--- config.mk ---
export PLATFORM = sky130hd
export DESIGN_NAME = ifu_fetch
export DESIGN_NICKNAME = d
export VERILOG_FILES = /design/src/rtl/ifu_fetch.sv
export SDC_FILE = /design/constraint.sdc
export NUM_CORES = 1
export LEC_CHECK = 0
export ABC_AREA = 1
export CAP_MARGIN = 20
export CORE_MARGIN = 4
export CORE_UTILIZATION = 33
export CTS_BUF_LIST = sky130_fd_sc_hd__clkbuf_8
export CTS_CLUSTER_DIAMETER = 80
export DETAILED_ROUTE_END_ITERATION = 8
export GPL_TIMING_DRIVEN = 1
export PLACE_DENSITY_LB_ADDON = 0.12
export SETUP_SLACK_MARGIN = 0.1
export SLEW_MARGIN = 20
export SYNTH_ARGS = -nofsm -noshare
export SYNTH_HDL_FRONTEND = slang
export SYNTH_SLANG_ARGS = --single-unit
export TNS_END_PERCENT = 100
--- constraint.sdc ---
create_clock -name clk -period 2 [get_ports clk]
set_input_delay 0.2 -clock clk [delete_from_list [all_inputs] [get_ports clk]]
set_output_delay 0.2 -clock clk [all_outputs]
set_load 0.03 [all_outputs]
--- src/rtl/ifu_fetch.sv ---
// Instruction fetch: owns the PC, one outstanding imem read,
// holds the word for decode, handles redirects and sticky halt.
module ifu_fetch #(
  parameter int                 ADDR_W   = 32,
  parameter logic [ADDR_W-1:0]  RESET_PC = 32'h8000_0000
) (
  input  logic              clk,
  input  logic              rst,
  output logic              req_valid,
  input  logic              req_ready,
  output logic [ADDR_W-1:0] req_addr,
  input  logic              rsp_valid,
  input  logic [31:0]       rsp_data,
  input  logic              rsp_err,
  output logic              out_valid,
  input  logic              out_ready,
  output logic [31:0]       out_inst,
  output logic [ADDR_W-1:0] out_pc,
  output logic              out_err,
  input  logic              redirect_valid,
  input  logic [ADDR_W-1:0] redirect_pc,
  input  logic              halt,
  output logic              halted
);

  typedef enum logic [1:0] {
    S_REQ,
    S_WAIT,
    S_HOLD,
    S_HALT
  } state_t;

  state_t            r_state;
  state_t            w_state_n;
  logic [ADDR_W-1:0] r_pc;
  logic [ADDR_W-1:0] w_pc_n;
  logic              r_discard;
  logic              w_discard_n;
  logic              r_halt_seen;
  logic [31:0]       r_inst;
  logic [ADDR_W-1:0] r_out_pc;
  logic              r_err;

  logic              w_fire;
  logic              w_halt;
  logic              w_latch;
  logic [ADDR_W-1:0] w_redir_pc;
  state_t            w_rtn;

  assign req_valid  = (r_state == S_REQ) & ~rst;
  assign out_valid  = (r_state == S_HOLD) & ~rst;
  assign halted     = (r_state == S_HALT) & ~rst;
  assign req_addr   = r_pc;
  assign out_inst   = r_inst;
  assign out_pc     = r_out_pc;
  assign out_err    = r_err;

  assign w_fire     = req_valid & req_ready;
  assign w_halt     = halt | r_halt_seen;
  assign w_redir_pc = redirect_pc & ~ADDR_W'(3);
  // Wherever we would return to REQ, a pending halt parks us instead.
  assign w_rtn      = w_halt ? S_HALT : S_REQ;

  always_comb begin
    w_state_n   = r_state;
    w_pc_n      = r_pc;
    w_discard_n = r_discard;
    w_latch     = 1'b0;
    if (redirect_valid && r_state != S_HALT) begin
      w_pc_n = w_redir_pc;
    end
    unique case (r_state)
      S_REQ: begin
        if (w_fire) begin
          w_state_n   = S_WAIT;
          w_discard_n = redirect_valid;
        end else if (w_halt) begin
          w_state_n = S_HALT;
        end
      end
      S_WAIT: begin
        if (rsp_valid) begin
          if (r_discard || redirect_valid) begin
            w_discard_n = 1'b0;
            w_state_n   = w_rtn;
          end else begin
            w_latch   = 1'b1;
            w_state_n = S_HOLD;
          end
        end else if (redirect_valid) begin
          w_discard_n = 1'b1;
        end
      end
      S_HOLD: begin
        if (redirect_valid) begin
          w_state_n = w_rtn;
        end else if (out_ready) begin
          w_pc_n    = r_pc + ADDR_W'(4);
          w_state_n = w_rtn;
        end
      end
      S_HALT: begin
        w_state_n = S_HALT;
      end
      default: begin
        w_state_n = S_REQ;
      end
    endcase
  end

  always_ff @(posedge clk) begin
    if (rst) begin
      r_state     <= S_REQ;
      r_pc        <= RESET_PC;
      r_discard   <= 1'b0;
      r_halt_seen <= 1'b0;
      r_inst      <= '0;
      r_out_pc    <= '0;
      r_err       <= 1'b0;
    end else begin
      r_state     <= w_state_n;
      r_pc        <= w_pc_n;
      r_discard   <= w_discard_n;
      r_halt_seen <= w_halt;
      if (w_latch) begin
        r_inst   <= rsp_data;
        r_out_pc <= r_pc;
        r_err    <= rsp_err;
      end
    end
  end

endmodule

; ---- Word level (Yosys, flattened, before mapping)
; Cells that the tools add are included.
[classes]
reduce_logical = 6
eq_ne = 10
mux = 20
n_addsub = 1
bitwise = 6
[op_table]
columns = cell, count
row1 = $mux 32, 4
row2 = $add 32x3->32 const B, 1
row3 = $mux 2, 7
row4 = $ne 3x3->1 const B, 4
row5 = $pmux 2 s4, 1
row6 = $mux 1, 7
row7 = $ne 2x2->1 const B, 3
row8 = $and 1x1->1, 4
row9 = $eq 2x2->1 const B, 2
row10 = $reduce_and 4->1, 1
row11 = $reduce_and 3->1, 1
row12 = $eq 2x1->1 const B, 1
row13 = $logic_not 2->1, 1
row14 = $pmux 1 s2, 1
row15 = $reduce_bool 2->1, 1
row16 = $logic_and 1x1->1, 1
row17 = $logic_or 1x1->1, 1
row18 = $not 1->1, 1
row19 = $or 1x1->1, 1
[totals]
elab_cells = 50
out_inout_bits = 100
reg_bits = 101

; ---- Depth between registers and ports, before layout
; Gate-level depths: netlist (run 1).
[depth]
word_depth = 6
ltp_mapped = 10
mapped_depth_nobuf = 10

; ---- Worst setup path after synthesis (run 1)
; Ideal clock, no wire load.
[synth_timing]
kind = register -> register
from = reg r_pc[2] (netlist: req_addr[2])
to = reg r_pc[18] (netlist: req_addr[18])
setup_ps = 119
setup_slack_ps = 138
stages_incl_launch_ff = 11
t_required_ps = 1881
arrival_time_ps = 1743
period_less_slack_ps = 1862
cell_sequence = dfxtp_1 ha_1 nand3_1 nor2_8 nand3_4 inv_2 nand2_1 nand2_1 nand2_1 nor2_1 nor2_1
[synth_via]
elab_chain_len = 4
[synth_lines]
columns = element, line_no
row1 = start: declaration, 35  ; logic [ADDR_W-1:0] r_pc;
row2 = start signal: assignment, 122  ; r_pc <= w_pc_n;
row3 = $add 32x3->32, 98  ; w_pc_n = r_pc + ADDR_W'(4);
row4 = $mux 32, 97  ; end else if (out_ready) begin
row5 = $mux 32, 95  ; if (redirect_valid) begin
row6 = $mux 32, 72  ; unique case (r_state)
; Every way passes these cells.
; A chain may end at the register's enable or synchronous reset.

; ---- Worst setup path after layout (run 1)
[layout_timing]
from = reg r_pc[30] (netlist: req_addr[30])
to = out req_addr[30]
[layout_rtl]
columns = element, line_no
row1 = end: declaration, 11  ; output logic [ADDR_W-1:0] req_addr,
; No word-level cell between the ends.

==> results.ini, run 1 <==
[synthesis]
synth_common_cells = nor2_1 (156), nand2_1 (111), dfxtp_1 (101), o21ai_1 (78), inv_1 (55)
synth_most_common_cell = nor2_1
ys.warnings.count = 0
ys.flop_type = dfxtp_1
synth_edf_count = 0
synth_cell_types = 41
synth_cells = 689
synth_area_um2 = 4850
syn-num-nets = 762
yosys.area.top_type_share_pct = 41.7
ys_top_cells_by_area = dfxtp_1 (42%), nor2_1 (12%), nand2_1 (8.6%), o21ai_1 (8.1%), inv_1 (4.3%)
postSynthAreaPerCell_um2 = 7.03
ys_seq_area_share_pct = 41.7
synth_top_area_cell = dfxtp_1
ys_ff_latch = 101
ys_async_sr_fraction_pct = 0

[finish]
layout.nets = 930
final_cell_area_um2 = 7020
drive_gt1_share_pct = 9.86
fill_cells = 1432
area_growth_pct = 44.8
num_antenna_cells = 0

[cts]
clkTransAtPathRegs_ns = 0.10
clkSinkCount = 101
htree_levels = 3
clk_latency_ns = 0.38
root_buffer = clkbuf_8
cts_tree = built
clockBufferDepth = 2
cts_buffers = 9
holdBufCountCts = 0

[placed_design]
hpwl_um = 11700
place_ws_ns = 0.127
place_congestion = 0.886
numPortBuffers = 169
placed_area_um2 = 6810

[setup_path]
crit_family = buffers and inverters
critPathBufInv = 1
worst_path_max_delay_cell = clkdlybuf4s50_1
cp_cell_sequence = clkdlybuf4s50_1
cp_data_arrival_time_ns = 1.62
path_max_fanout = 6
critPathMaxStageDelay_ns = 0.74
endpoint_kind = primary output
start_kind = flop
worst-setup-path-type = reg -> out
worstPathRequired_ns = 1.80

[floorplan]
io_pins = 172
dieArea_um2 = 16700
initial_core_util_pct = 33.5
die_x_um = 129
chipHeight_um = 129
num_rows = 44
core_area_um2 = 14500

[sta]
setup_violations = 0
post-route-min-period_ns = 1.82
hold_slack_ns = 0.418
fin_ws_ns = 0.184
finalMaxSlewViolations = 0
fmax_mhz = 551
finalSetupTns_ns = 0
hold_viol_final = 0
grt_setup_unrepaired = false
worst_pin_slew_ns = 0.371
fin_crit_sh_pct = 90.8
skew_ns = 0.0110
maxSlewHeadroom_pct = 75.2

[detailed_routing]
dr.pass1.iters = 5
wirelength_um = 15300
drc = 0
drt-vias-per-instance = 4.73
routed-via-count = 4948
detail_route.iter0.violations = 222
wl_per_cell_um = 14.6
drtAntennaViolNets = 0

[power]
p_leak_nw = 2.86
irDropWorstVdd_mv = 0.422
power_mw = 5.10
power_per_cell_area_nw_per_um2 = 727

[grt]
grt_usage_pct = 18.5
gr-total-overflow = 0
grt_pass1_wl_um = 24600
grt_max_degree = 63
antenna_found_initial = 0
grt_pass1_vias = 4859

[run_status]
status = complete, no violations

[worst_hold_path]
hold_path.class = in -> reg

[flow_run]
drv_cap = 0

-- registers in the layout, indices dropped and copies added, names as in the netlist --
register	flops
out_inst	32
r_discard	1
req_addr	32
out_pc	32
out_err	1
r_state	2
r_halt_seen	1
-- what timing repair did --
action,4_1_cts,5_1_grt
resized for setup,3,4
endpoints found under the setup margin,3,4
setup buffers,0,0
-- worst min-delay path, stage by stage --
cell	delay, ns
clkdlybuf4s50_1	0.41
nand2_1	0.07
a31oi_1	0.07
-- per-layer routing --
metal	up-vias	GRT usage [%]	part of all wire, %
met5	-	0	0
li1	2553	-	-
met1	2226	23.2	45
met3	21	5.98	7.0
met2	148	30.0	46
met4	0	6.11	2.0
-- area by class of cell --
| class | instances | area [um^2] | share of cell area [%] |
|---|---|---|---|
| multi-input cells | 487 | 2390 | 34.0 |
| flip-flops and latches | 101 | 2020 | 28.8 |
| repair buffers | 190 | 1920 | 27.3 |
| inverters | 68 | 258 | 3.67 |
| well taps | 184 | 230 | 3.28 |
| clock buffers | 9 | 124 | 1.77 |
| clock inverters | 7 | 80.1 | 1.14 |
-- cell usage in the layout (no fill, tap or decap), types with 5 or more instances in the layout --
cell type	netlist	final
clkdlybuf4s50_1	0	161
nand2_1	111	111
a21oi_1	27	27
clkbuf_8	0	9
inv_1	55	54
o21ai_1	78	78
o221ai_1	5	5
nor2_2	6	6
o211ai_1	10	10
inv_2	10	11
nand3_1	29	29
buf_4	9	17
nor2_1	156	156
o21ai_0	10	10
dfxtp_1	101	101
nor2_4	5	5
buf_12	0	5
-- through the flow --
step           util [%]  cells
3_5_place_dp       47.0   1030
4_1_cts            48.4   1046
2_1_floorplan         -    689
5_1_grt            48.5   1046
3_3_place_gp       47.0   1030
6_report           48.5   1046
-- where the power goes --
part	total (mW)	leakage (nW)	switching [mW]	internal (mW)
sequential	2.34	0.826	0.169	2.17
combinational	1.41	1.93	0.804	0.608
clock	1.35	0.103	0.754	0.598
total	5.10	2.86	1.73	3.38
-- logic make-up (layout without fill, tap and decap cells) --
group                    count (synthesis)  after routing  synth area share, %
AND/OR/NAND/NOR                        336            336                 31.0
XOR/XNOR                                 5              5                 1.06
flip-flops                             101            101                 41.7
AO/OA/AOI/OAI                          145            145                 16.9
adder cells (fa/ha/maj)                  1              1                0.258
buffers and inverters                  101            274                 9.01
-- path summary, 6_finish.rpt --
kind	slack (ns)	startpoint	depth (start not counted)	to
worst max register to register	0.39	r_state[0]	8	req_addr[27]
worst max-delay path	0.18	req_addr[30]	1	req_addr[30]
worst min-delay path	0.42	redirect_pc[4]	3	req_addr[4]
worst min register to register	0.47	r_discard	2	r_discard
Note: power is estimated with default switching activity, not from simulation.
==> run 2, diff against run 1 <==
--- a/config.mk
+++ b/config.mk
@@ -7,13 +7,15 @@
 export LEC_CHECK = 0
 export ABC_AREA = 1
 export CAP_MARGIN = 20
-export CORE_MARGIN = 4
+export CORE_MARGIN = 3
 export CORE_UTILIZATION = 33
 export CTS_BUF_LIST = sky130_fd_sc_hd__clkbuf_8
 export CTS_CLUSTER_DIAMETER = 80
 export DETAILED_ROUTE_END_ITERATION = 8
 export GPL_TIMING_DRIVEN = 1
+export MAX_ROUTING_LAYER = met4
 export PLACE_DENSITY_LB_ADDON = 0.12
+export REMOVE_ABC_BUFFERS = 1
 export SETUP_SLACK_MARGIN = 0.1
 export SLEW_MARGIN = 20
 export SYNTH_ARGS = -nofsm -noshare
==> run 2 against run 1 <==
  * Count of clock-buffer cells in the layout did not move
  * Die area fell by 3.1%
  * Register-to-register slack got worse by 0.10 ns
  * Non-clock buffer count fell by 5
  * Critical endpoint is now req_addr[13]
  * Largest cell class unchanged
==> results.ini, run 2 (synthesis gave the netlist of run 1 again) <==
[cts]
cts_setup_buffers = 0  ; unchanged
htree_levels = 3  ; unchanged
clk_latency_ns = 0.38  ; about the same
clkSinkCount = 101  ; unchanged
clockBufferDepth = 2  ; unchanged
root_buffer = clkbuf_8
cts_tree = built
cts_buffers = 9  ; unchanged
holdBufCountCts = 0  ; unchanged
clkTransAtPathRegs_ns = 0.09  ; about the same
cts_resized = 3  ; unchanged

[sta]
hold_viol_final = 0  ; unchanged
post-route-min-period_ns = 1.80  ; -0.0117 ns
fmax_mhz = 554  ; +0.65%
maxSlewHeadroom_pct = 66.7  ; -8.4 points
finalMaxSlewViolations = 0  ; unchanged
fin_crit_sh_pct = 90.2  ; -0.59 points
fin_ws_ns = 0.196  ; +0.0117 ns
finalSetupTns_ns = 0  ; unchanged
setup_violations = 0  ; unchanged
grt_setup_unrepaired = false
skew_ns = 0.00672  ; -0.00426 ns
worst_pin_slew_ns = 0.499  ; +0.128 ns
hold_slack_ns = 0.398  ; -0.0202 ns

[detailed_routing]
routed-via-count = 4867  ; -1.6%
dr.pass1.iters = 4  ; -1
drtAntennaViolNets = 0  ; unchanged
drt-vias-per-instance = 4.70  ; -0.69%
wirelength_um = 14700  ; -3.8%
detail_route.iter0.violations = 198  ; -11%
wl_per_cell_um = 14.2  ; -2.9%
drc = 0  ; unchanged

[worst_hold_path]
hold_end = req_addr[4]
hold_path.startpoint = redirect_pc[4]
hold_depth = 3  ; unchanged
hold_path.class = in -> reg

[power]
intPower_mw = 3.45  ; +2.3%
switching_power_mw = 1.68  ; -2.8%
clkPwrFrac_pct = 27.7  ; +1.2 points
irDropWorstVdd_mv = 0.386  ; -8.6%
combPwrFrac_pct = 26.7  ; -1.0 points
p_leak_nw = 2.82  ; -1.2%
power_mw = 5.13  ; +0.57%
p_seq_share_pct = 45.5  ; -0.3 points
swShare_pct = 32.7  ; -1.1 points
power_per_cell_area_nw_per_um2 = 737  ; +1.4%

[finish]
final_cells = 1036  ; -0.96%
final_util_pct = 49.4  ; +0.90 points
layout.nets = 925  ; -0.54%
area_growth_pct = 43.6
final_cell_area_um2 = 6960  ; -0.84%
layout_commonest_cell = clkdlybuf4s50_1
final_cell_mix = clkdlybuf4s50_1 (161), nor2_1 (156), nand2_1 (111), dfxtp_1 (101), o21ai_1 (78)
drive_gt1_share_pct = 9.23  ; -0.63 points
num_antenna_cells = 0  ; unchanged

[floorplan]
dieArea_um2 = 16200  ; -3.1%
chipHeight_um = 127  ; -1.5%
core_area_um2 = 14100  ; -2.6%
initial_core_util_pct = 34.4  ; +0.91 points
die_x_um = 127  ; -1.5%
io_pins = 172  ; unchanged
num_rows = 43  ; -2.3%

[grt]
grt_pass1_wl_um = 23900  ; -2.7%
grt_max_degree = 59  ; -6.3%
busiest_layer = met2
grt_pass1_vias = 4748  ; -2.3%
grt_usage_pct = 18.7  ; +0.29 points
met2_usage_pct = 29.4  ; -0.58 points
antenna_found_initial = 0  ; unchanged
met1_usage_pct = 24.8  ; +1.6 points
use_met3_pct = 4.72  ; -1.3 points
gr-total-overflow = 0  ; unchanged

[setup_path]
start_kind = flop
worst_path_max_delay_cell = clkdlybuf4s50_1
crit_family = buffers and inverters
critPathBufInv = 1  ; unchanged
worstPathRequired_ns = 1.80  ; about the same
r2r_cells = 8  ; unchanged
cp_data_arrival_time_ns = 1.60  ; -0.02 ns
r2r_end = req_addr[13]
cp_cell_sequence = clkdlybuf4s50_1
r2r_setup_slack_ns = 0.29  ; -0.10 ns
r2r_start = r_state[0]
endpoint_kind = primary output
critPathMaxStageDelay_ns = 0.74  ; about the same
worst-setup-path-type = reg -> out
path_max_fanout = 7  ; +1

[placed_design]
numPortBuffers = 169  ; unchanged
placed_area_um2 = 6740  ; -0.99%
place_congestion = 0.902  ; +1.8%
place_ws_ns = 0.0528  ; -0.0744 ns
place_inst = 1021  ; -0.87%
hpwl_um = 10800  ; -8.0%

[flow_run]
drv_cap = 0  ; unchanged

[run_status]
status = complete, no violations

[run 2: tightest hold or removal path, cell delays in order]
cell and delay [ns]:
clkdlybuf4s50_1 0.39, nand2_1 0.06, a31oi_1 0.08
[run 2: per-layer routing]
metal / vias up / wire length [um]
met5: - / 0
met4: 0 / 159
met3: 17 / 894
met2: 151 / 6460
met1: 2147 / 7180
li1: 2552 / -
[run 2: worst max path at each step]
| stage | from | end | depth (start not counted) |
|---|---|---|---|
| global placement | redirect_valid | out_pc[10] | 7 |
| detailed placement | redirect_valid | out_pc[10] | 7 |
| finish | req_addr[13] | req_addr[13] | 1 |
| floorplan | r_state[0] | out_pc[17] | 6 |
| global route | req_addr[13] | req_addr[13] | 1 |
| CTS | req_addr[8] | req_addr[8] | 1 |
[run 2: power groups by stage]
stage / Sequential (mW) / Clock, mW / Combinational [mW]
2_1_floorplan: 2.64 / 0 / 0.479
3_3_place_gp: 2.38 / 0 / 1.37
3_5_place_dp: 2.38 / 0 / 1.38
4_1_cts: 2.34 / 1.48 / 1.39
5_1_grt: 2.36 / 1.56 / 1.49
6_report: 2.34 / 1.42 / 1.37
[run 2: layout make-up]
cell class,instances,area [um^2]
timing repair buffer,185,1850
tap,180,225
clock buffer,9,124
inverter,68,258
clock inverter,6,88.8
fill,1405,7140
sequential,101,2020
multi-input combinational,487,2390
